===== config.mk =====
export PLATFORM = sky130hd
export DESIGN_NAME = logic_unit_pipe
export DESIGN_NICKNAME = d
export VERILOG_FILES = /design/src/rtl/logic_unit_pipe.sv
export SDC_FILE = /design/constraint.sdc
export NUM_CORES = 1
export LEC_CHECK = 0
export CAP_MARGIN = 30
export CORE_MARGIN = 3
export CORE_UTILIZATION = 58
export CTS_CLUSTER_DIAMETER = 60
export CTS_CLUSTER_SIZE = 14
export DETAILED_ROUTE_END_ITERATION = 12
export PLACE_DENSITY = 0.88
export SETUP_SLACK_MARGIN = 0.02
export SLEW_MARGIN = 20
export SYNTH_ARGS = -nofsm -noshare
export SYNTH_HDL_FRONTEND = slang
export SYNTH_SLANG_ARGS = --single-unit

===== constraint.sdc =====
create_clock -name clk -period 7.1 [get_ports clk]
set_clock_uncertainty 0.15 [all_clocks]
set_input_delay 0.71 -clock clk [delete_from_list [all_inputs] [get_ports clk]]
set_output_delay 0.71 -clock clk [all_outputs]
set_load 0.1 [all_outputs]

===== src/rtl/logic_unit_pipe.sv =====
`default_nettype none
// ============================================================================
//  Module   : logic_unit_pipe
//  Purpose  : Two-stage valid/ready pipelined bitwise logic unit with zero and
//             popcount flags and a saturating completed-transaction counter.
//  Revision : 1.0  initial release
// ============================================================================
module logic_unit_pipe #(
   parameter int WIDTH = 8,
   parameter int CNT_W = 16
) (
   input  logic                       clk,
   input  logic                       rst_n,
   input  logic                       in_valid,
   output logic                       in_ready,
   input  logic [WIDTH-1:0]           a,
   input  logic [WIDTH-1:0]           b,
   input  logic [2:0]                 op,
   output logic                       out_valid,
   input  logic                       out_ready,
   output logic [WIDTH-1:0]           z,
   output logic                       z_zero,
   output logic [$clog2(WIDTH+1)-1:0] z_ones,
   output logic [CNT_W-1:0]           txn_count,
   input  logic                       clr_count
);

   localparam int ONES_W = $clog2(WIDTH+1);

   localparam logic [2:0] OP_ANDN = 3'b000;
   localparam logic [2:0] OP_AND  = 3'b001;
   localparam logic [2:0] OP_OR   = 3'b010;
   localparam logic [2:0] OP_XOR  = 3'b011;
   localparam logic [2:0] OP_NAND = 3'b100;
   localparam logic [2:0] OP_NOR  = 3'b101;
   localparam logic [2:0] OP_XNOR = 3'b110;
   localparam logic [2:0] OP_NOTB = 3'b111;

   localparam logic [CNT_W-1:0] CNT_MAX = '1;
   localparam logic [CNT_W-1:0] CNT_ONE = {{(CNT_W-1){1'b0}}, 1'b1};

   logic              s1_valid_q;
   logic [WIDTH-1:0]  a_q;
   logic [WIDTH-1:0]  b_q;
   logic [2:0]        op_q;

   logic              s2_valid_q;
   logic [WIDTH-1:0]  z_q;
   logic              z_zero_q;
   logic [ONES_W-1:0] z_ones_q;
   logic [CNT_W-1:0]  cnt_q;

   logic [WIDTH-1:0]  z_d;
   logic              z_zero_d;
   logic [ONES_W-1:0] z_ones_d;
   logic [CNT_W-1:0]  cnt_d;

   logic              adv1;
   logic              adv2;

   // A full pipe still accepts when the sink drains stage 2 this cycle.
   assign adv2     = !s2_valid_q || out_ready;
   assign adv1     = !s1_valid_q || adv2;
   assign in_ready = adv1;

   always_comb begin
      z_d = a_q & ~b_q;
      case (op_q)
         OP_ANDN: z_d = a_q & ~b_q;
         OP_AND:  z_d = a_q & b_q;
         OP_OR:   z_d = a_q | b_q;
         OP_XOR:  z_d = a_q ^ b_q;
         OP_NAND: z_d = ~(a_q & b_q);
         OP_NOR:  z_d = ~(a_q | b_q);
         OP_XNOR: z_d = ~(a_q ^ b_q);
         OP_NOTB: z_d = ~b_q;
         default: z_d = a_q & ~b_q;
      endcase
   end

   always_comb begin
      z_ones_d = '0;
      for (int i = 0; i < WIDTH; i++) begin
         z_ones_d = z_ones_d + ONES_W'(z_d[i]);
      end
      z_zero_d = (z_d == '0);
   end

   always_comb begin
      cnt_d = cnt_q;
      if (clr_count) begin
         cnt_d = '0;
      end else if (s2_valid_q && out_ready && (cnt_q != CNT_MAX)) begin
         cnt_d = cnt_q + CNT_ONE;
      end
   end

   always_ff @(posedge clk or negedge rst_n) begin
      if (!rst_n) begin
         s1_valid_q <= 1'b0;
         a_q        <= '0;
         b_q        <= '0;
         op_q       <= '0;
      end else if (adv1) begin
         s1_valid_q <= in_valid;
         if (in_valid) begin
            a_q  <= a;
            b_q  <= b;
            op_q <= op;
         end
      end
   end

   // Result registers only load on a real transaction so an idle pipe keeps z.
   always_ff @(posedge clk or negedge rst_n) begin
      if (!rst_n) begin
         s2_valid_q <= 1'b0;
         z_q        <= '0;
         z_zero_q   <= 1'b0;
         z_ones_q   <= '0;
      end else if (adv2) begin
         s2_valid_q <= s1_valid_q;
         if (s1_valid_q) begin
            z_q      <= z_d;
            z_zero_q <= z_zero_d;
            z_ones_q <= z_ones_d;
         end
      end
   end

   always_ff @(posedge clk or negedge rst_n) begin
      if (!rst_n) begin
         cnt_q <= '0;
      end else begin
         cnt_q <= cnt_d;
      end
   end

   assign out_valid = s2_valid_q;
   assign z         = z_q;
   assign z_zero    = z_zero_q;
   assign z_ones    = z_ones_q;
   assign txn_count = cnt_q;

endmodule
`default_nettype wire


==> results of run 1 <==
## power by group through the flow
stage	Combinational [W]	Sequential, W	Clock [W]
6_report	0.000715	0.000383	0.000199
3_3_place_gp	0.000674	0.000391	0
3_5_place_dp	0.000716	0.000389	0
5_1_grt	0.000775	0.000390	0.000217
4_1_cts	0.000719	0.000383	0.000204
2_1_floorplan	0.000331	0.000598	0
## sequential cells by signal, summed over array words and instances, names as in the netlist
name        count
z_ones          4
a_q             8
b_q             8
out_valid       1
z_zero          1
s1_valid_q      1
z               8
op_q            3
txn_count      16
## per-stage QoR
step	cell area, um2	util	power, W	hold slack (ps)
finish	3940	0.7476	0.001297	300.4
global route	3940	0.7476	0.001382	346.4
CTS	3940	0.7476	0.001306	321.7
detailed placement	3832	0.7272	0.001104	322.0
global placement	3790	0.7191	0.001065	311.7
floorplan	3242	-	0.0009288	264.4
## logic make-up (layout without fill, tap and decap cells)
kind of cell    after synthesis  after routing
fa+ha+maj                    33             33
mux                          43             43
simple gates                 84             84
compound gates               56             56
xor+xnor                     13             13
flops                        50             50
buf+inv                      44             94
## cell type report
cell class              instances  area (um2)
flip-flops and latches         50        1251
repair buffers                 56       578.1
multi-input cells             229        1799
clock inverters                 2       38.79
fillers                       383        1330
well taps                      70       87.58
clock buffers                   5       68.82
inverters                      31       116.4
## path summary, 6_finish.rpt
check / from / cells past startpoint / to
worst max-delay path: op_q[1]$_DFFE_PN0P_ / 13 / z_ones[1]$_DFFE_PN0P_
worst min-delay path: rst_n / 1 / txn_count[15]$_DFFE_PN0P_
worst max register to register: op_q[1]$_DFFE_PN0P_ / 13 / z_ones[1]$_DFFE_PN0P_
worst min register to register: z[7]$_DFFE_PN0P_ / 2 / z[7]$_DFFE_PN0P_
max in group asynchronous: rst_n / 2 / op_q[2]$_DFFE_PN0P_
min in group clk: z[7]$_DFFE_PN0P_ / 2 / z[7]$_DFFE_PN0P_
## worst max-delay path, cell delays in order (launching register included)
cell      delay (ps)
dfrtp_1          800
inv_2            230
mux2i_1          180
o22a_1           180
o221ai_1         330
fa_1             470
inv_1             80
fa_1             430
fa_1             500
inv_1             40
ha_1             200
inv_1             70
fa_1             400
o21ai_0          180
## placed cells by master, fill, tap and decap left out, drive strengths merged, types with 4 or more instances in the layout
master	count
nand2b	4
fa	4
xor2	10
ha	29
nand3	6
clkdlybuf4s50	53
nand4	5
dfrtp	50
inv	31
nand2	21
o21ai	15
clkbuf	5
nor2	30
a21oi	21
mux2i	11
mux2	31
o22ai	4
## metal layers
metal / share of wire / track usage / vias up
li1: - / - / 1218
met1: 0.44 / 0.2899 / 1185
met2: 0.50 / 0.3601 / 57
met3: 0.035 / 0.03991 / 11
met4: 0.020 / 0.07770 / 0
met5: 0 / 0 / -
==> metrics.md, run 1 <==
| Metric | Value |
|---|---|
| Crit share post-route | `0.6109` |
| Mux share of post-synthesis cell area | `0.1486` |
| Yosys top cell area share | `0.3860` |
| First-pass GRT wire length | `between 10 and 15 mm` |
| Core Region | `0.005270 mm2` |
| Routed wire length | `around 6.5 mm` |
| Simple-gate portion of the synthesized area | `0.1297` |
| Final hold vios | `0` |
| Io pins | `55` |
| Worst reg-to-reg setup slack | `about 2800 ps` |
| Combinational share of power | `0.551` |
| Post-DP HPWL | `roughly 5 mm` |
| Seq/Total Area, Yosys | `0.3860` |
| Post-CTS Repair Setup Buffers | `0` |
| Main combinational cell family by area after synthesis | `multiplexers` |
| Vias in the first global route | `between 2,000 and 2,500` |
| # diodes | `0` |
| H-tree lvl count | `2` |
| Die height | `between 80 and 90 um` |
| Worst-margin pin slew | `slightly above 1000 ps` |
| Startpoint class of the critical path | `flip-flop` |
| Post-route setup slack | `2763 ps` |
| Clock Tree Buf Depth | `2` |
| Setup Slack @ Placement | `between 2000 and 3000 ps` |
| Int Power | `0.0006871 W` |
| Synth Area in Compound Gates | `0.1050` |
| Area delta synth->final | `21.54%` |
| Post-synth EDFFs | `0` |
| Clock share of power | `0.153` |
| Slew Limit Fails | `0` |
| Total track usage | `0.2183` |
| DR vias/cell | `5.578` |
| Sequential share of power | `0.295` |
| Top cells by area, synth | `dfrtp_1 39%, ha_1 11%, mux2_2 11%, inv_1 3.5%, nor2_1 3.5%` |
| Max_cap viols | `0` |
| VDD IR max | `between 200 and 300 uV` |
| Pleak | `1.769 nW` |
| Most frequent cell after synthesis | `dfrtp_1` |
| Post-synth top area cell | `dfrtp_1` |
| Yosys warnings | `0` |
| Fmax | `around 230 MHz` |
| Row count | `26` |
| Worst Path Max Fanout | `22` |
| Hold Crit Class | `input port to asynchronous set/reset pin` |
| Initial Utilization | `0.6151` |
| Async set or reset register ratio after synthesis | `1.000` |
| XOR/XNOR Fraction of Synth Area | `0.03512` |
| Synthesized cell area | `0.003242 mm2` |
| Worst Setup End Kind | `flip-flop` |
| Top cells by count, synth | `50 x dfrtp_1, 31 x mux2_2, 30 x inv_1, 30 x nor2_1, 29 x ha_1` |
| Critical path arrival | `4410 ps` |
| Final count of negative-setup-slack endpoints | `0` |
| CTS root buf | `clkbuf_8` |
| P_sw | `~0.0006 W` |
| CTS tree | `built` |
| Drt first pass iters | `4` |
| Syn Nets | `380` |
| Syn Inst Count | `approximately 320` |
| Synth cell types | `46` |
| Die X | `80.76 um` |
| Drt drc | `0` |
| Post-route antenna net violation count | `0` |
| Final Critical Period | `around 4300 ps` |
| # resized after CTS | `0` |
| GP Congestion | `roughly 0.9` |
| Die ar. | `approximately 0.0065 mm2` |
| Clk_lat worst skew | `300 ps` |
| Post-Layout Cell Count | `between 400 and 500` |
| Clk sinks | `50` |
| CTS buffer count | `5` |
| Vias after detailed routing | `approximately 2,500` |
| Setup tns final | `0 ps` |
| Initial antenna violation count | `0` |
| Total gr overflow | `0` |
| Adder-cell area share of the yosys netlist | `0.1366` |
| PwrDens | `approximately 330 mW/mm2` |
| Top_reg_cell synth | `dfrtp_1` |
| Status | `completed` |
| Register bit count reported by yosys | `50` |
| Critical Path RT | `7170 ps` |
| CTS Hold Buffers Added | `0` |
| Dpl cells | `~440` |
| Share of layout cells above drive strength 1 | `0.1260` |
| Clock-pin transition on the worst setup and hold timing paths | `~90 ps` |
| RSZ-0062 raised after global routing | `no` |
| Relative slew slack | `0.3259` |
| Average size of a mapped cell | `between 10 and 15 um2` |
| Routed len/inst | `roughly 15 um` |
| Nets | `430` |
| IO buf count | `54` |
| Initial DRC count | `approximately 120` |
| Switching share of power | `0.4703` |
| Pin count of the biggest net entering global routing | `30` |
| WS Path Type | `flip-flop to flip-flop` |
Note: power is estimated with default switching activity, not from simulation.
==> run 2, diff against run 1 <==
Settings changed: CORE_UTILIZATION 58 to 48, PLACE_DENSITY 0.88 to 0.78.
Clock period 7.1 ns to 3.8 ns, I/O delays scaled along.
==> metrics.md, run 2 (synthesis results as in run 1) <==
| Metric | Value |
|---|---|
| Relative slew slack | `0.3188` |
| Core Region | `roughly 0.0065 mm2` |
| WS Path Type | `flip-flop to flip-flop` |
| # diodes | `0` |
| Final hold vios | `0` |
| P_sw | `roughly 0.0012 W` |
| Total track usage | `0.1768` |
| PwrDens | `~620 mW/mm2` |
| Layout fillers | `538` |
| Pin count of the biggest net entering global routing | `45` |
| Clock share of power | `0.132` |
| Io pins | `55` |
| Clk sinks | `50` |
| Slew Limit Fails | `0` |
| Share of layout cells above drive strength 1 | `0.1980` |
| Die height | `around 90 um` |
| Failing checks | `setup timing` |
| Vias in the first global route | `roughly 2,400` |
| Routed wire length | `6.527 mm` |
| Most frequent cells in the layout | `52 x clkdlybuf4s50_1, 50 x dfrtp_1, 31 x mux2_2` |
| RSZ-0062 raised after global routing | `yes` |
| Worst Setup End Kind | `flip-flop` |
| VDD IR max | `roughly 280 uV` |
| Routed len/inst | `roughly 14 um` |
| Buf+Inv Stages, Crit Path | `4` |
| Int Power | `roughly 0.0014 W` |
| Sequential share of power | `0.271` |
| CTS root buf | `clkbuf_8` |
| Max_cap viols | `0` |
| Clk_lat worst skew | `approximately 310 ps` |
| Post-route setup slack | `-60.63 ps` |
| Total gr overflow | `0` |
| Critical Path RT | `~3800 ps` |
| Vias after detailed routing | `2,529` |
| IO buf count | `54` |
| Switching share of power | `0.4714` |
| Worst Path Max Fanout | `3` |
| Initial Utilization | `0.5019` |
| GP Congestion | `0.8786` |
| Row count | `29` |
| Clock Tree Buf Depth | `2` |
| Commonest non-fill, non-tap cell in the layout | `clkdlybuf4s50_1` |
| Crit-path slowest cell | `fa_1` |
| Critical-path cell list | `inv_1, ha_1, mux2i_2, nor2_1, a21oi_2, o21ai_2, fa_1, inv_1, fa_1, fa_2, inv_2, ha_4, inv_2, fa_2, o21ai_1` |
| Drt drc | `0` |
| Final count of negative-setup-slack endpoints | `2` |
| Final instance area | `~0.004 mm2` |
| Clock-pin transition on the worst setup and hold timing paths | `about 90 ps` |
| Combinational share of power | `0.597` |
| Drt first pass iters | `4` |
| DR vias/cell | `5.369` |
| Startpoint class of the critical path | `flip-flop` |
| Crit share post-route | `1.016` |
| Largest delay share family, worst path | `adder cells` |
| Post-DP HPWL | `4.829 mm` |
| Post-route antenna net violation count | `0` |
| Cell area after placement | `just under 0.004 mm2` |
| CP peak stage delay | `540 ps` |
| Nets | `450` |
| Largest register FFs | `16` |
| CTS buffer count | `5` |
| Area delta synth->final | `26.51%` |
| Hold WS | `between 200 and 300 ps` |
| Final Critical Period | `~3900 ps` |
| CTS tree | `built` |
| Critical path arrival | `3900 ps` |
| Worst-margin pin slew | `~1000 ps` |
| Fmax | `approximately 260 MHz` |
| Pleak | `1.847 nW` |
| Hold Crit Class | `input port to asynchronous set/reset pin` |
| Die X | `around 88 um` |
| Initial antenna violation count | `0` |
| Initial DRC count | `104` |
| First-pass GRT wire length | `10.92 mm` |
| Status | `finished, violations left` |
| Die ar. | `just under 0.008 mm2` |
| H-tree lvl count | `2` |
-- run 2: worst register-to-register path: cells and delay by family, from the launching register on --
family                     cells  cell delay, ps
adders and majority gates      6            2400
DFF                            1             390
muxes                          1             210
AOI/OAI and AO/OA              3             270
and+or+nand+nor                1             100
buffers and inverters          4             230
-- run 2: layout make-up --
cell class              instances  area, um2  area share
inverters                      31      116.4     0.02837
well taps                      77      96.34     0.02349
clock buffers                   6      82.58     0.02013
clock inverters                 2      16.27    0.003966
multi-input cells             229       1838      0.4481
flip-flops and latches         50       1251      0.3051
repair buffers                 76      700.7      0.1708
-- run 2: per-layer routing --
layer | routed length (um) | global-route usage
met3 | 181 | 0.02916
met1 | 2994 | 0.2374
met5 | 0 | 0
met4 | 96 | 0.05082
met2 | 3254 | 0.2950
-- run 2: power groups by stage --
stage                     sequential (W)  clock [W]  combinational (W)
final                           0.000695   0.000338            0.00153
after global routing            0.000711   0.000373            0.00168
after floorplan                  0.00112          0           0.000618
after detailed placement        0.000707          0            0.00138
after CTS                       0.000695   0.000350            0.00142
after global placement          0.000703          0            0.00134
-- run 2: worst paths after layout --
check / slack, ps / depth (start not counted) / to / start
worst min-delay path: 280 / 2 / txn_count[12]$_DFFE_PN0P_ / rst_n
worst min register to register: 340 / 2 / z[7]$_DFFE_PN0P_ / z[7]$_DFFE_PN0P_
min in group clk: 340 / 2 / z[7]$_DFFE_PN0P_ / z[7]$_DFFE_PN0P_
worst max register to register: -60 / 15 / z_ones[1]$_DFFE_PN0P_ / a_q[0]$_DFFE_PN0P_
worst max-delay path: -60 / 15 / z_ones[1]$_DFFE_PN0P_ / a_q[0]$_DFFE_PN0P_
max in group asynchronous: 2460 / 3 / a_q[3]$_DFFE_PN0P_ / rst_n
-- run 2: timing repair --
action	CTS	global route
setup buffers	3	2
hold buffers	1	0
pin swaps	2	2
endpoints found under the setup margin	2	3
hold endpoints to repair	6	0
gates resized for setup	7	8
-- run 2: through the flow --
stage	setup TNS, ps	util	total power, W	setup slack, ps	cells
after global routing	-576.0	0.6350	0.002766	-212.9	471
after floorplan	0	-	0.001735	31.38	323
final	-95.65	0.6350	0.002562	-60.63	471
after CTS	-0.5538	0.6286	0.002468	-0.5538	469
after detailed placement	-243.5	0.6064	0.002091	-145.0	457
after global placement	-16.05	0.6064	0.002046	-16.05	457
==> RTL change 1, RTL diff (settings of run 2) <==
Register the output `txn_count` once more; this adds one clock of latency there. The other outputs are not delayed to match.
--- a/src/rtl/logic_unit_pipe.sv
+++ b/src/rtl/logic_unit_pipe.sv
@@ -140,7 +140,9 @@
    assign z         = z_q;
    assign z_zero    = z_zero_q;
    assign z_ones    = z_ones_q;
-   assign txn_count = cnt_q;
+   always_ff @(posedge clk) begin
+      txn_count <= cnt_q;
+   end
 
 endmodule
 `default_nettype wire
Function: changed (Yosys sat finds a counterexample within 4 cycles, from zero or initial values and one cycle with rst_n low).
==> RTL change 1 against run 2 <==
  * The run still ends with setup timing left
  * Non-clock buffer count rose by 10
  * Clock power rose by 100%
  * Wire length rose by 18%
  * Synthesized cell count rose by 6.5%
  * Sequential cell count rose by 16
  * Synthesized area rose by 12%
  * Critical path depth did not move
  * Final cell count rose by 13%
  * Global-route usage rose by 1.5 points
  * Worst setup slack got worse by 180 ps
  * Total power rose by 22%
  * Final area rose by 16%
  * Critical path type unchanged
  * Largest cell class unchanged
  * Highest routed layer unchanged
==> RTL change 1: results <==
set metrics [dict create \
    grt_first_pass_wirelength_mm 13.2 \
    grt_max_degree 51 \
    clk-insertion-delay-late_ps 350 \
    use_met2 0.328 \
    wl_met1_mm 3.24 \
    p_per_area_mw_per_mm2 658 \
    finish.instance_area_sq_mm 0.00476 \
    status "finished, violations left" \
    p_sw_frac 0.423 \
    hold_ws_ps 288 \
    finalSetupViolations 3 \
    synth_nets 401 \
    p_leak_nw 2.08 \
    wl_met3_microns 410 \
    clkSlewWorstSetupHoldPaths_ps 70 \
    cts_buffers 9 \
    async_flop_share 0.758 \
    final_cells 531 \
    violations "setup timing" \
    h-tree-depth 3 \
    place_area_sq_mm 0.00440 \
    via_per_inst 5.18 \
    dp.cells 505 \
    dp_hpwl_mm 5.40 \
    combPwrFrac 0.508 \
    drive_gt1_frac 0.234 \
    cp_slowest_stage_delay_ps 560 \
    grt_pass1_vias 2843 \
    grt_util_met3 0.0587 \
    worst_slack_ps -242 \
]
RTL change 1: cell types whose count changed in the layout (fill, tap and decap cells not counted), sizes merged, moves of 6 or more:
| cell | run 2 | this run |
|---|---|---|
| xnor2 | 3 | 13 |
| buf | 23 | 33 |
| a211oi | 3 | 9 |
| dfxtp | 0 | 16 |
| xor2 | 10 | 2 |
| a21oi | 21 | 13 |
| nor2 | 30 | 22 |
RTL change 1: cell families (layout without fill, tap and decap cells):
kind of cell,count (synthesis),in the layout,share of synthesized area
simple gates,81,81,0.112
fa+ha+maj,33,33,0.122
compound gates,54,54,0.0996
xor+xnor,15,15,0.0360
mux,46,46,0.146
buf+inv,49,137,0.0546
flops,66,66,0.431
RTL change 1: cell type report:
class / instances / area share
multi-input combinational: 229 / 0.404
sequential: 66 / 0.330
timing repair buffer: 86 / 0.165
inverter: 35 / 0.0276
clock buffer: 9 / 0.0260
tap: 99 / 0.0260
clock inverter: 7 / 0.0213
RTL change 1: timing repair:
item,CTS,global route
endpoints found under the hold margin,50,0
pin swaps,3,3
gates resized for setup,15,3
setup buffers,6,3
hold buffers,1,0
setup endpoints to repair,4,4
cloned,0,0
RTL change 1: how the worst max path moves through the flow:
stage | start | end | slack, ps | cells after the start
detailed placement | b_q[0] | z_ones[1] | -300 | 15
CTS | a_q[1] | z_ones[1] | -230 | 15
global route | b_q[0] | z_ones[1] | -380 | 15
global placement | a_q[0] | z_ones[1] | -200 | 15
floorplan | b_q[0] | z_ones[1] | -110 | 15
finish | a_q[0] | z_ones[1] | -240 | 15
RTL change 1: worst max-delay path: cells and delay by family, from the launching register on:
kind            cells  cell delay, ps
compound gates      3             400
fa+ha+maj           6            2290
buf+inv             4             290
flops               1             410
mux                 2             400
==> RTL change 2, RTL diff (config.mk and constraints of run 2) <==
Made on the original files. Change the parameter `WIDTH` from 8 to 16.
--- a/src/rtl/logic_unit_pipe.sv
+++ b/src/rtl/logic_unit_pipe.sv
@@ -6,7 +6,7 @@
 //  Revision : 1.0  initial release
 // ============================================================================
 module logic_unit_pipe #(
-   parameter int WIDTH = 8,
+   parameter int WIDTH = 16,
    parameter int CNT_W = 16
 ) (
    input  logic                       clk,
Ports: changed (resized a, b, z and z_ones); port bits go from 55 to 80. No check against the original RTL was run, so the function may have changed too.
==> RTL change 2 against run 2 <==
  * Synthesized cell count is 60% higher
  * The run still ends with setup timing left
  * Global-route usage increased by 4.2 points
  * Worst setup slack got worse by 710 ps
  * Final area increased by 80%
  * Wire length up 100%
  * Sequential cell count up 25
  * Synthesized area grew 65%
  * Total power rose by 130%
==> RTL change 2: results <==
set metrics [dict create \
    p_leak_nw 3.43 \
    worst_slack_ps -775 \
    inv_count 53 \
    routabilityCongestion 0.885 \
    dp_hpwl_mm 10.0 \
    synth_cells 518 \
    grt_util_met3 0.0391 \
    post_cts_buffers 7 \
    gr-usage-met1 0.279 \
    powerClk_w 0.000712 \
    ys_seq_area_frac 0.351 \
    p_sw_frac 0.453 \
    cp_slowest_cell "mux4_2" \
    clkbuf_count 11 \
    met2_length_mm 6.60 \
    grtUsageTotal 0.219 \
    synth.distinct_cells 58 \
    grt_first_pass_wirelength_mm 22.3 \
    setup_tns_ps -3460 \
    first_iter_violations 168 \
    cts_sinks 75 \
    io_buffers 79 \
    cts_buffers 9 \
    seqCellArea_sq_mm 0.00188 \
    grt_max_degree 39 \
    wl_met3_microns 538 \
    endpoint "z_ones[4]" \
    via_per_inst 5.29 \
    worstPathMaxFanout 15 \
    post_cts_resized 9 \
    synth.area.top_cells "dfrtp_1 35%, ha_1 13%, mux2_2 9.9%, fa_1 3.7%, mux2i_1 3.7%" \
    worstPathArrival_ps 4720 \
    multiInputGateArea_sq_mm 0.00324 \
    synth_common_cells "75 x dfrtp_1, 55 x ha_1, 52 x inv_1" \
    clk_share 0.0307 \
    multi_input_cells 361 \
    clk-insertion-delay-late_ps 360 \
    peakVddDrop_mv 0.818 \
    finalSetupViolations 5 \
    grt_pass1_vias 4650 \
    rr_worst_depth 16 \
    violations "setup timing" \
    wl_met1_mm 5.79 \
    synth_nets 623 \
    drive_gt1_frac 0.309 \
    buffers 187 \
    use_met2 0.375 \
    wl_mm 13.2 \
    cp_slowest_stage_delay_ps 500 \
    final_cells 828 \
    seq_power_share 0.183 \
    nFillCells 794 \
    final_nets 792 \
    status "finished, violations left" \
    antenna_cells 0 \
    buffer_area_frac 0.226 \
]
-- RTL change 2: logic make-up (layout without fill, tap and decap cells) --
family | after synthesis | in the layout | synth area share
buffers and inverters | 82 | 256 | 0.0714
DFF | 75 | 75 | 0.351
AOI/OAI and AO/OA | 88 | 88 | 0.118
and+or+nand+nor | 119 | 119 | 0.113
xor gates and xnor gates | 17 | 17 | 0.0279
muxes | 72 | 72 | 0.152
adders and majority gates | 65 | 65 | 0.166
-- RTL change 2: through the flow --
stage | total power, W | hold WS, ps | setup slack (ps) | utilization | area (sq um)
4_1_cts | 0.00583 | 3.70 | -785 | 0.678 | 7160
5_1_grt | 0.00640 | 286 | -935 | 0.700 | 7380
6_report | 0.00587 | 261 | -775 | 0.700 | 7380
2_1_floorplan | 0.00375 | -65.6 | -662 | - | 5400
3_5_place_dp | 0.00496 | 324 | -818 | 0.650 | 6860
3_3_place_gp | 0.00479 | 316 | -704 | 0.650 | 6860
